### config.mk
export PLATFORM = sky130hd
export DESIGN_NAME = lcd_window_seq_flat
export DESIGN_NICKNAME = d
export VERILOG_FILES = /design/src/rtl/lcd_window_seq_if.sv /design/src/rtl/lcd_window_seq.sv /design/src/flat_wrapper.sv
export SDC_FILE = /design/constraint.sdc
export NUM_CORES = 1
export LEC_CHECK = 0
export ABC_AREA = 1
export CORE_ASPECT_RATIO = 0.5
export CORE_MARGIN = 2
export CORE_UTILIZATION = 55
export CTS_BUF_LIST = sky130_fd_sc_hd__clkbuf_16
export DETAILED_ROUTE_END_ITERATION = 6
export GPL_TIMING_DRIVEN = 0
export PLACE_DENSITY = 0.79
export SETUP_SLACK_MARGIN = 0.5
export SLEW_MARGIN = 20
export SYNTH_ARGS = -nofsm -noshare
export SYNTH_HDL_FRONTEND = slang
export SYNTH_SLANG_ARGS = --single-unit
export TNS_END_PERCENT = 50
### constraint.sdc
create_clock -name clk_pixel -period 9.2 [get_ports clk_pixel]
set_input_delay 2.76 -clock clk_pixel [delete_from_list [all_inputs] [get_ports clk_pixel]]
set_output_delay 2.76 -clock clk_pixel [all_outputs]
set_load 0.02 [all_outputs]
### src/rtl/lcd_window_seq_if.sv
// ---------------------------------------------------------------------------
// lcd_window_seq_if
//   Stream bundle between the window sequencer, its pixel source and the SPI
//   byte serializer.
//
//   Handshake rule (both streams): a beat transfers on a clock edge where
//   valid && ready are both high. Once valid is raised, the producer holds the
//   payload stable until that transfer. ready may depend combinationally on
//   valid, but valid never depends on ready.
//
//   Signals:
//     pix_data   [15:0]  RGB565 pixel from the source
//     pix_valid          pix_data valid
//     pix_ready          sequencer accepts the pixel
//     byte_data  [7:0]   byte to the serializer
//     byte_dc            0 = command byte, 1 = data byte
//     byte_valid         byte_data/byte_dc valid
//     byte_ready         serializer accepts the byte
//
//   Modports:
//     master  - the sequencer (drives bytes, consumes pixels)
//     slave   - the environment (pixel source + serializer)
// ---------------------------------------------------------------------------
interface lcd_window_seq_if;
    logic [15:0] pix_data;
    logic        pix_valid;
    logic        pix_ready;
    logic [7:0]  byte_data;
    logic        byte_dc;
    logic        byte_valid;
    logic        byte_ready;

    modport master (
        input  pix_data, pix_valid, byte_ready,
        output pix_ready, byte_data, byte_dc, byte_valid
    );

    modport slave (
        output pix_data, pix_valid, byte_ready,
        input  pix_ready, byte_data, byte_dc, byte_valid
    );
endinterface

### src/rtl/lcd_window_seq.sv
// ---------------------------------------------------------------------------
// lcd_window_seq
//   ST7789 partial-update sequencer. On an accepted start it emits
//   CASET (0x2A + 4 data bytes), RASET (0x2B + 4 data bytes), RAMWR (0x2C),
//   then streams the window's pixel count of RGB565 words as two data bytes
//   each, high byte first. Coordinates go out as 16-bit values with the panel
//   offsets added.
//
//   Ports:
//     clk_pixel      sole clock
//     reset          synchronous, active-high
//     start          one-cycle request, only looked at in IDLE
//     x0,x1,y0,y1    inclusive window bounds
//     bus            stream bundle (master side): pixel in, byte/DC out
//     busy           high from accepted start until the done cycle
//     done           one-cycle pulse after the last byte handshake
//     err            one-cycle pulse on a rejected start
//     dbg_state_o    current FSM state encoding
// ---------------------------------------------------------------------------
module lcd_window_seq #(
    parameter int C_X_SIZE     = 240,
    parameter int C_Y_SIZE     = 240,
    parameter int C_X_OFFSET   = 0,
    parameter int C_Y_OFFSET   = 80,
    parameter int C_COORD_BITS = 8
) (
    input  logic                    clk_pixel,
    input  logic                    reset,
    input  logic                    start,
    input  logic [C_COORD_BITS-1:0] x0,
    input  logic [C_COORD_BITS-1:0] x1,
    input  logic [C_COORD_BITS-1:0] y0,
    input  logic [C_COORD_BITS-1:0] y1,
    lcd_window_seq_if.master        bus,
    output logic                    busy,
    output logic                    done,
    output logic                    err,
    output logic [3:0]              dbg_state_o
);

    typedef enum logic [3:0] {
        S_IDLE      = 4'd0,
        S_CASET_CMD = 4'd1,
        S_CASET_D0  = 4'd2,
        S_CASET_D1  = 4'd3,
        S_CASET_D2  = 4'd4,
        S_CASET_D3  = 4'd5,
        S_RASET_CMD = 4'd6,
        S_RASET_D0  = 4'd7,
        S_RASET_D1  = 4'd8,
        S_RASET_D2  = 4'd9,
        S_RASET_D3  = 4'd10,
        S_RAMWR_CMD = 4'd11,
        S_PIX_HI    = 4'd12,
        S_PIX_LO    = 4'd13,
        S_DONE      = 4'd14
    } state_t;

    localparam logic [31:0] X_LIM = 32'(C_X_SIZE);
    localparam logic [31:0] Y_LIM = 32'(C_Y_SIZE);
    localparam logic [15:0] X_OFF = 16'(C_X_OFFSET);
    localparam logic [15:0] Y_OFF = 16'(C_Y_OFFSET);

    state_t      state_q, state_d;
    logic [15:0] xs0_q, xs0_d, xs1_q, xs1_d;
    logic [15:0] ys0_q, ys0_d, ys1_q, ys1_d;
    logic [16:0] count_q, count_d;
    logic [7:0]  lo_q, lo_d;
    logic        busy_q, busy_d;
    logic        done_q, done_d;
    logic        err_q, err_d;
    logic [7:0]  byte_data_q;
    logic        byte_dc_q;
    logic        byte_valid_q;

    logic        slot_free;
    logic        slot_load;
    logic [7:0]  slot_data;
    logic        slot_dc;
    logic        pix_rdy;
    logic        bad_window;
    logic [16:0] dx, dy, pix_count_c;

    // The output slot can take a new byte when it is empty or when its
    // current byte leaves this cycle.
    assign slot_free   = !byte_valid_q || bus.byte_ready;

    assign bad_window  = (x0 > x1) || (y0 > y1) ||
                         (32'(x1) >= X_LIM) || (32'(y1) >= Y_LIM);
    assign dx          = 17'(x1) - 17'(x0) + 17'd1;
    assign dy          = 17'(y1) - 17'(y0) + 17'd1;
    assign pix_count_c = dx * dy;

    always_comb begin
        state_d   = state_q;
        xs0_d     = xs0_q;
        xs1_d     = xs1_q;
        ys0_d     = ys0_q;
        ys1_d     = ys1_q;
        count_d   = count_q;
        lo_d      = lo_q;
        busy_d    = busy_q;
        done_d    = 1'b0;
        err_d     = 1'b0;
        slot_load = 1'b0;
        slot_data = 8'h00;
        slot_dc   = 1'b1;
        pix_rdy   = 1'b0;

        case (state_q)
            S_IDLE: begin
                // The done cycle shows IDLE but still refuses a new start.
                if (start && !done_q) begin
                    if (bad_window) begin
                        err_d = 1'b1;
                    end else begin
                        xs0_d   = 16'(x0) + X_OFF;
                        xs1_d   = 16'(x1) + X_OFF;
                        ys0_d   = 16'(y0) + Y_OFF;
                        ys1_d   = 16'(y1) + Y_OFF;
                        count_d = pix_count_c;
                        busy_d  = 1'b1;
                        state_d = S_CASET_CMD;
                    end
                end
            end
            S_CASET_CMD: if (slot_free) begin
                slot_load = 1'b1; slot_dc = 1'b0; slot_data = 8'h2A; state_d = S_CASET_D0;
            end
            S_CASET_D0: if (slot_free) begin
                slot_load = 1'b1; slot_data = xs0_q[15:8]; state_d = S_CASET_D1;
            end
            S_CASET_D1: if (slot_free) begin
                slot_load = 1'b1; slot_data = xs0_q[7:0]; state_d = S_CASET_D2;
            end
            S_CASET_D2: if (slot_free) begin
                slot_load = 1'b1; slot_data = xs1_q[15:8]; state_d = S_CASET_D3;
            end
            S_CASET_D3: if (slot_free) begin
                slot_load = 1'b1; slot_data = xs1_q[7:0]; state_d = S_RASET_CMD;
            end
            S_RASET_CMD: if (slot_free) begin
                slot_load = 1'b1; slot_dc = 1'b0; slot_data = 8'h2B; state_d = S_RASET_D0;
            end
            S_RASET_D0: if (slot_free) begin
                slot_load = 1'b1; slot_data = ys0_q[15:8]; state_d = S_RASET_D1;
            end
            S_RASET_D1: if (slot_free) begin
                slot_load = 1'b1; slot_data = ys0_q[7:0]; state_d = S_RASET_D2;
            end
            S_RASET_D2: if (slot_free) begin
                slot_load = 1'b1; slot_data = ys1_q[15:8]; state_d = S_RASET_D3;
            end
            S_RASET_D3: if (slot_free) begin
                slot_load = 1'b1; slot_data = ys1_q[7:0]; state_d = S_RAMWR_CMD;
            end
            S_RAMWR_CMD: if (slot_free) begin
                slot_load = 1'b1; slot_dc = 1'b0; slot_data = 8'h2C; state_d = S_PIX_HI;
            end
            S_PIX_HI: begin
                // Only here is a pixel ever consumed, so the source is never
                // drained past the window's pixel count.
                pix_rdy = slot_free;
                if (slot_free && bus.pix_valid) begin
                    slot_load = 1'b1;
                    slot_data = bus.pix_data[15:8];
                    lo_d      = bus.pix_data[7:0];
                    state_d   = S_PIX_LO;
                end
            end
            S_PIX_LO: if (slot_free) begin
                slot_load = 1'b1;
                slot_data = lo_q;
                count_d   = count_q - 17'd1;
                state_d   = (count_q == 17'd1) ? S_DONE : S_PIX_HI;
            end
            S_DONE: begin
                // slot_free here means the final byte is gone or leaves now.
                if (slot_free) begin
                    done_d  = 1'b1;
                    busy_d  = 1'b0;
                    state_d = S_IDLE;
                end
            end
            default: state_d = S_IDLE;
        endcase
    end

    always_ff @(posedge clk_pixel) begin
        if (reset) begin
            state_q      <= S_IDLE;
            xs0_q        <= '0;
            xs1_q        <= '0;
            ys0_q        <= '0;
            ys1_q        <= '0;
            count_q      <= '0;
            lo_q         <= '0;
            busy_q       <= 1'b0;
            done_q       <= 1'b0;
            err_q        <= 1'b0;
            byte_data_q  <= '0;
            byte_dc_q    <= 1'b0;
            byte_valid_q <= 1'b0;
        end else begin
            state_q <= state_d;
            xs0_q   <= xs0_d;
            xs1_q   <= xs1_d;
            ys0_q   <= ys0_d;
            ys1_q   <= ys1_d;
            count_q <= count_d;
            lo_q    <= lo_d;
            busy_q  <= busy_d;
            done_q  <= done_d;
            err_q   <= err_d;
            if (slot_load) begin
                byte_data_q  <= slot_data;
                byte_dc_q    <= slot_dc;
                byte_valid_q <= 1'b1;
            end else if (bus.byte_ready) begin
                byte_valid_q <= 1'b0;
            end
        end
    end

    assign bus.byte_data  = byte_data_q;
    assign bus.byte_dc    = byte_dc_q;
    assign bus.byte_valid = byte_valid_q;
    assign bus.pix_ready  = pix_rdy;
    assign busy           = busy_q;
    assign done           = done_q;
    assign err            = err_q;
    assign dbg_state_o    = state_q;

endmodule

### src/flat_wrapper.sv
// flat-port wrapper written by rule: the top's interface ports become plain ports
module lcd_window_seq_flat 
#(
    parameter int C_X_SIZE     = 240,
    parameter int C_Y_SIZE     = 240,
    parameter int C_X_OFFSET   = 0,
    parameter int C_Y_OFFSET   = 80,
    parameter int C_COORD_BITS = 8
)
  (clk_pixel, reset, start, x0, x1, y0, y1, busy, done, err, dbg_state_o, bus_pix_data, bus_pix_valid, bus_byte_ready, bus_pix_ready, bus_byte_data, bus_byte_dc, bus_byte_valid);
  lcd_window_seq_if bus_i ();
  input  logic clk_pixel;
  input  logic reset;
  input  logic start;
  input  logic [C_COORD_BITS-1:0] x0;
  input  logic [C_COORD_BITS-1:0] x1;
  input  logic [C_COORD_BITS-1:0] y0;
  input  logic [C_COORD_BITS-1:0] y1;
  output logic busy;
  output logic done;
  output logic err;
  output logic [3:0] dbg_state_o;
  input wire logic [$bits(bus_i.pix_data)-1:0] bus_pix_data;
  input wire logic [$bits(bus_i.pix_valid)-1:0] bus_pix_valid;
  input wire logic [$bits(bus_i.byte_ready)-1:0] bus_byte_ready;
  output wire logic [$bits(bus_i.pix_ready)-1:0] bus_pix_ready;
  output wire logic [$bits(bus_i.byte_data)-1:0] bus_byte_data;
  output wire logic [$bits(bus_i.byte_dc)-1:0] bus_byte_dc;
  output wire logic [$bits(bus_i.byte_valid)-1:0] bus_byte_valid;
  assign bus_i.pix_data = bus_pix_data;
  assign bus_i.pix_valid = bus_pix_valid;
  assign bus_i.byte_ready = bus_byte_ready;
  assign bus_pix_ready = bus_i.pix_ready;
  assign bus_byte_data = bus_i.byte_data;
  assign bus_byte_dc = bus_i.byte_dc;
  assign bus_byte_valid = bus_i.byte_valid;
  lcd_window_seq #(.C_X_SIZE(C_X_SIZE), .C_Y_SIZE(C_Y_SIZE), .C_X_OFFSET(C_X_OFFSET), .C_Y_OFFSET(C_Y_OFFSET), .C_COORD_BITS(C_COORD_BITS)) u_core (.clk_pixel(clk_pixel), .reset(reset), .start(start), .x0(x0), .x1(x1), .y0(y0), .y1(y1), .bus(bus_i), .busy(busy), .done(done), .err(err), .dbg_state_o(dbg_state_o));
endmodule
Word level (Yosys, flattened, before mapping)
Index checks and enable logic that the tools add are counted.

Add/subtract/negate cells: 7. Multiply operators: 1. Order comparisons: 4. Equality and inequality tests: 31. Muxes and demuxes: 47. Bitwise gates (word level): 4. Reduce and logical (&&, ||, !) cells: 21.

Operators with widths (count): 8-bit case mux with 11 select lines (1); 4-bit two-way mux (16); 8-bit two-way mux (8); 4-bit case mux with 15 select lines (1); 17-bit two-way mux (3); 17-bit by 1-bit adder with 17-bit output, second input constant (2); 17-bit case mux with 2 select lines (1); 2-bit by 1-bit inequality test with 1-bit output, second input constant (15); 4-bit == test, second input constant (7); 8-bit by 7-bit adder with 9-bit output, second input constant (2); 6-bit two-way mux (3); 8-bit by 8-bit subtractor with 9-bit output (2); 17-bit by 1-bit == test with 1-bit output, second input constant (1); 17-bit by 17-bit multiplier with 17-bit output (1); 17-bit by 1-bit subtractor with 17-bit output, second input constant (1); 4-bit by 3-bit == test with 1-bit output, second input constant (4); 8-bit greater-or-equal comparator, second input constant (2); 8-bit > comparator (2); 16-bit AND reduction (1); 12-bit OR reduction (1); 1-bit two-way mux (11); 4-bit by 2-bit == test with 1-bit output, second input constant (2); 4-bit AND reduction (2); 2-bit nonzero test (3); other kinds (13) (23).

Register bits: 90. Input port bits: 53. Output and inout port bits: 18. Logic and storage cells: 128.

Depth between registers and ports, before layout
Word-level depth: 7. Depth in mapped cells: 40. Depth with buffers taken out: 40.

Worst setup path after synthesis
No wires, ideal clock.

Kind: in2reg. Start: input x1[0]. End: register u_core.count_q[16]. Setup time: 0.122 ns. Data arrival time: 9.099 ns. Required time: 9.078 ns. Setup slack: -0.020 ns. Cell stages on the path: 34. Path buffers: 1. Cells stage by stage: inv_1 ha_1 inv_1 clkbuf_1 ha_1 inv_1 nor2_1 nand3_2 nor2_2 nand3_1 ha_1 inv_1 nand2_1 fa_1 fa_1 fa_1 inv_1 fa_1 inv_1 fa_1 fa_1 inv_1 ha_1 nand4_1 inv_1 nand2_1 o211ai_1 a31oi_1 nand3b_1 nand2_1 inv_1 nand3_1 nand3_2 a21oi_2.

Word-level cells in the longest chain between the ends: 6. Elaborated cells on any way between the ends: 13. Classes of those cells: add/sub (2); mul (1); order compare (2); eq/ne (1); mux (3); reduce/logical (4).

RTL lines: start, declared (RTL line flat_wrapper.sv:16) `input logic [C_COORD_BITS-1:0] x1;`; 8-bit by 8-bit subtractor with 9-bit output or 8-bit > comparator (tied branches) (RTL line lcd_window_seq.sv:90, lcd_window_seq.sv:88); 17-bit by 1-bit adder with 17-bit output or 1-bit logical OR (tied branches) (RTL line lcd_window_seq.sv:90, lcd_window_seq.sv:88); 17-bit by 17-bit multiplier with 17-bit output or 1-bit logical OR (tied branches) (RTL line lcd_window_seq.sv:92, lcd_window_seq.sv:88); 17-bit two-way mux or 1-bit logical OR (tied branches) (RTL line lcd_window_seq.sv:114, lcd_window_seq.sv:89); 17-bit two-way mux or 2-bit inequality test (tied branches); 17-bit case mux with 2 select lines or 4-bit AND reduction (tied branches); end signal, assigned (RTL line lcd_window_seq.sv:210) `count_q <= count_d;`; end, declared (RTL line lcd_window_seq.sv:67) `logic [16:0] count_q, count_d;`.

Several ways; a longest one is shown, not always the timed one. The select of a mux whose other input is x is not followed. A chain may end at the register's enable or synchronous reset.

Final worst setup path
Start: input x0[2]. End: register u_core.count_q[16].

Word-level cells in the longest chain between the ends: 6. Elaborated cells on any way between the ends: 12. Classes of those cells: add/sub (2); mul (1); order compare (1); eq/ne (1); mux (3); reduce/logical (4).

RTL lines: start, declared (RTL line flat_wrapper.sv:15) `input logic [C_COORD_BITS-1:0] x0;`; 8-bit by 8-bit subtractor with 9-bit output or 8-bit > comparator (tied branches) (RTL line lcd_window_seq.sv:90, lcd_window_seq.sv:88); 17-bit by 1-bit adder with 17-bit output or 1-bit logical OR (tied branches) (RTL line lcd_window_seq.sv:90, lcd_window_seq.sv:88); 17-bit by 17-bit multiplier with 17-bit output or 1-bit logical OR (tied branches) (RTL line lcd_window_seq.sv:92, lcd_window_seq.sv:88); 17-bit two-way mux or 1-bit logical OR (tied branches) (RTL line lcd_window_seq.sv:114, lcd_window_seq.sv:89); 17-bit two-way mux or 2-bit inequality test (tied branches); 17-bit case mux with 2 select lines or 4-bit AND reduction (tied branches).

Several ways; a longest one is shown, not always the timed one. The select of a mux whose other input is x is not followed.

==> metrics.cfg <==
[worst_setup_path]
worstRegToRegCells=11
r2r-start=u_core.dbg_state_o[1]
ff2ff_setup_slack_ns=6.20
critPathLaunchType=primary input
worst-endpoint-arrival_ns=9.42
cpMaxStageDelayCell=fa_1
cp_max_fo=4
critPathCaptureType=flop
timing.rr.end=u_core.count_q[11]
path_class=primary input to flop
cpMostUsedCell=fa_1
worstPathRequired_ns=9.47
crit_path_max_incr_delay_ns=0.57

[logic_synthesis]
ys.flop_type=dfxtp_1
yosysMostFrequentCell=inv_1
syn_nets=1590
ys_ff_latch=76
syn-cell-area_um2=9580
ys_seq_area_share_pct=15.9
avgSynthCellArea_um2=7.03
ys_warn_count=0
yosysTopAreaCell=fa_1
yosysTopAreaCellShare_pct=20.1
synth_area_leaders=fa_1, dfxtp_1, inv_1, ha_1, nand2_1
async_flop_share_pct=0
synthCells=1364
synthTopCellsByCount=inv_1, nand2_1, nor2_1
synth-edff-count=0
synth_cell_types=50

[die]
rows=34
core-area_um2=17200
die_h_um=97.3
dieWidth_um=191
start_util_pct=55.6
boundaryPins=71
dieArea_um2=18600

[timing]
relSlewSlack_pct=51.7
finalCriticalPeriod_ns=9.15
setup_violations=0
finalHoldViolCount=0
finClkSkew_ns=0.00795
worst_pin_slew_ns=0.707
max_clock_freq_mhz=109
drv_slew=0
period_share_pct=99.4
rsz0062_at_grt=true
holdWs_ns=0.449

[drt]
wl_um=30300
drtPass1Iterations=7
drt_iter0_drc=727
antenna_left=0
vias=9826
viasPerCell=5.57
drcViolationCount=6
routedWlPerCell_um=17.2

[placed_design]
placed_cell_area_um2=10800
routabilityCongestion=0.977
portBuffers=69
hpwlAfterDp_um=21800

[layout]
syn_to_final_growth_pct=29.6
drive_gt1_share_pct=22.8
post-route-util_pct=72.1
n_antenna_cell=0
fin_nets=1752
final.fill_count=1249
fin_area_um2=12400

[worst_hold_path]
hp-start=u_core.ys0_q[5]
holdPathEnd=u_core.ys0_q[5]
min_path_type=flop to flop
holdPathStages=2

[clock_network]
cts_buffers=9
root_buffer=clkbuf_16
worstSkewPairLatency_ns=0.34
htreeDepth=3
cts_tree=yes
clock_sinks=76
cts_max_path_buffers=2
clk_pin_slew_ns=0.06

[grt]
grt_usage_pct=32.3
grt_pass1_wl_um=47700
grt-ovfl-total=0
grt_max_degree=14
antenna_found_initial=0
first_global_vias=9773

[job]
drv_cap=0

[run_status]
status=complete, but fails checks
violations=DRC

[worst max-delay path, delay by kind of cell]
kind,cells,cell delay [ns]
fa+ha+maj,8,3.65
simple gates,13,1.25
buf+inv,10,0.97
compound gates,5,0.77
[metal layers]
metal	global-route usage, %	up-vias	wire length (um)
met4	13.6	0	1180
met3	3.72	119	2250
met2	54.5	538	14400
met5	0	-	0
li1	-	4553	-
met1	42.1	4616	12500
[sequential cells by signal, summed over array words and instances (netlist names)]
| signal | flops |
|---|---|
| u_core.count_q | 17 |
| u_core.ys0_q | 9 |
| u_core.ys1_q | 9 |
| u_core.bus.byte_data | 8 |
| u_core.lo_q | 8 |
| u_core.xs0_q | 8 |
| u_core.xs1_q | 8 |
| u_core.dbg_state_o | 4 |
| u_core.bus.byte_dc | 1 |
| u_core.bus.byte_valid | 1 |
| u_core.busy | 1 |
| u_core.done | 1 |
| u_core.err | 1 |
[stage by stage]
stage               setup slack (ns)  cells  TNS [ns]
detailed placement             -1.07   1667     -5.34
floorplan                      0.472   1364         0
global route                  -0.163   1765    -0.166
CTS                            0.154   1736         0
global placement              -0.953   1667     -4.52
finish                        0.0537   1765         0
[cell usage in the layout, fill, tap and decap left out, types with 9 or more instances in the layout]
cell | synthesis | final
buf_6 | 1 | 12
nor2_2 | 4 | 10
o21ai_0 | 85 | 80
nand3_4 | 8 | 11
nor2_4 | 2 | 13
xor2_1 | 13 | 12
nand3b_1 | 9 | 9
nand2_2 | 20 | 48
nand2_4 | 4 | 19
dlygate4sd2_1 | 0 | 17
fa_1 | 96 | 91
clkbuf_1 | 25 | 24
dfxtp_1 | 76 | 76
inv_1 | 311 | 263
nand2_1 | 248 | 205
inv_2 | 14 | 48
ha_1 | 77 | 49
inv_4 | 0 | 11
a21oi_1 | 79 | 66
nand3_1 | 57 | 51
buf_4 | 2 | 72
a21oi_2 | 3 | 13
clkdlybuf4s50_1 | 0 | 41
a31oi_1 | 12 | 11
nor2_1 | 135 | 118
clkbuf_16 | 0 | 9
xnor2_1 | 9 | 9
ha_4 | 0 | 25
[cells by family after synthesis]
group,count (synthesis),share of synthesized area (%)
adders and majority gates,173,30.1
AOI/OAI and AO/OA,216,12.7
xor gates and xnor gates,23,2.18
DFF,76,15.9
and+or+nand+nor,517,24.9
buffers and inverters,359,14.3
[worst max path at each step]
stage / from / endpoint / slack (ns) / cells after the start
after floorplan: x1[0] / u_core.count_q[16] / 0.47 / 34
after global placement: x1[0] / u_core.count_q[16] / -0.95 / 35
after detailed placement: x1[0] / u_core.count_q[16] / -1.07 / 35
after CTS: y1[0] / u_core.count_q[16] / 0.15 / 37
after global routing: y1[0] / u_core.count_q[16] / -0.16 / 38
final: x0[2] / u_core.count_q[16] / 0.05 / 36
[area by class of cell]
class,instances,area [um^2],share of cell area (%)
flip-flops and latches,76,1520,12.2
inverters,326,1270,10.3
repair buffers,150,1330,10.7
well taps,234,293,2.36
clock buffers,9,225,1.81
clock inverters,7,91.3,0.735
plain buffers,33,161,1.30
multi-input cells,930,7530,60.6
[what timing repair did]
item,4_1_cts,5_1_grt
gates cloned,1,0
resized for setup,169,80
setup buffers,52,29
pin swaps,80,65
hold buffers,0,0
setup endpoints to repair,8,7
Power is not shown: default switching activity piles up to over one toggle a cycle in this logic, so the estimate is an artifact.
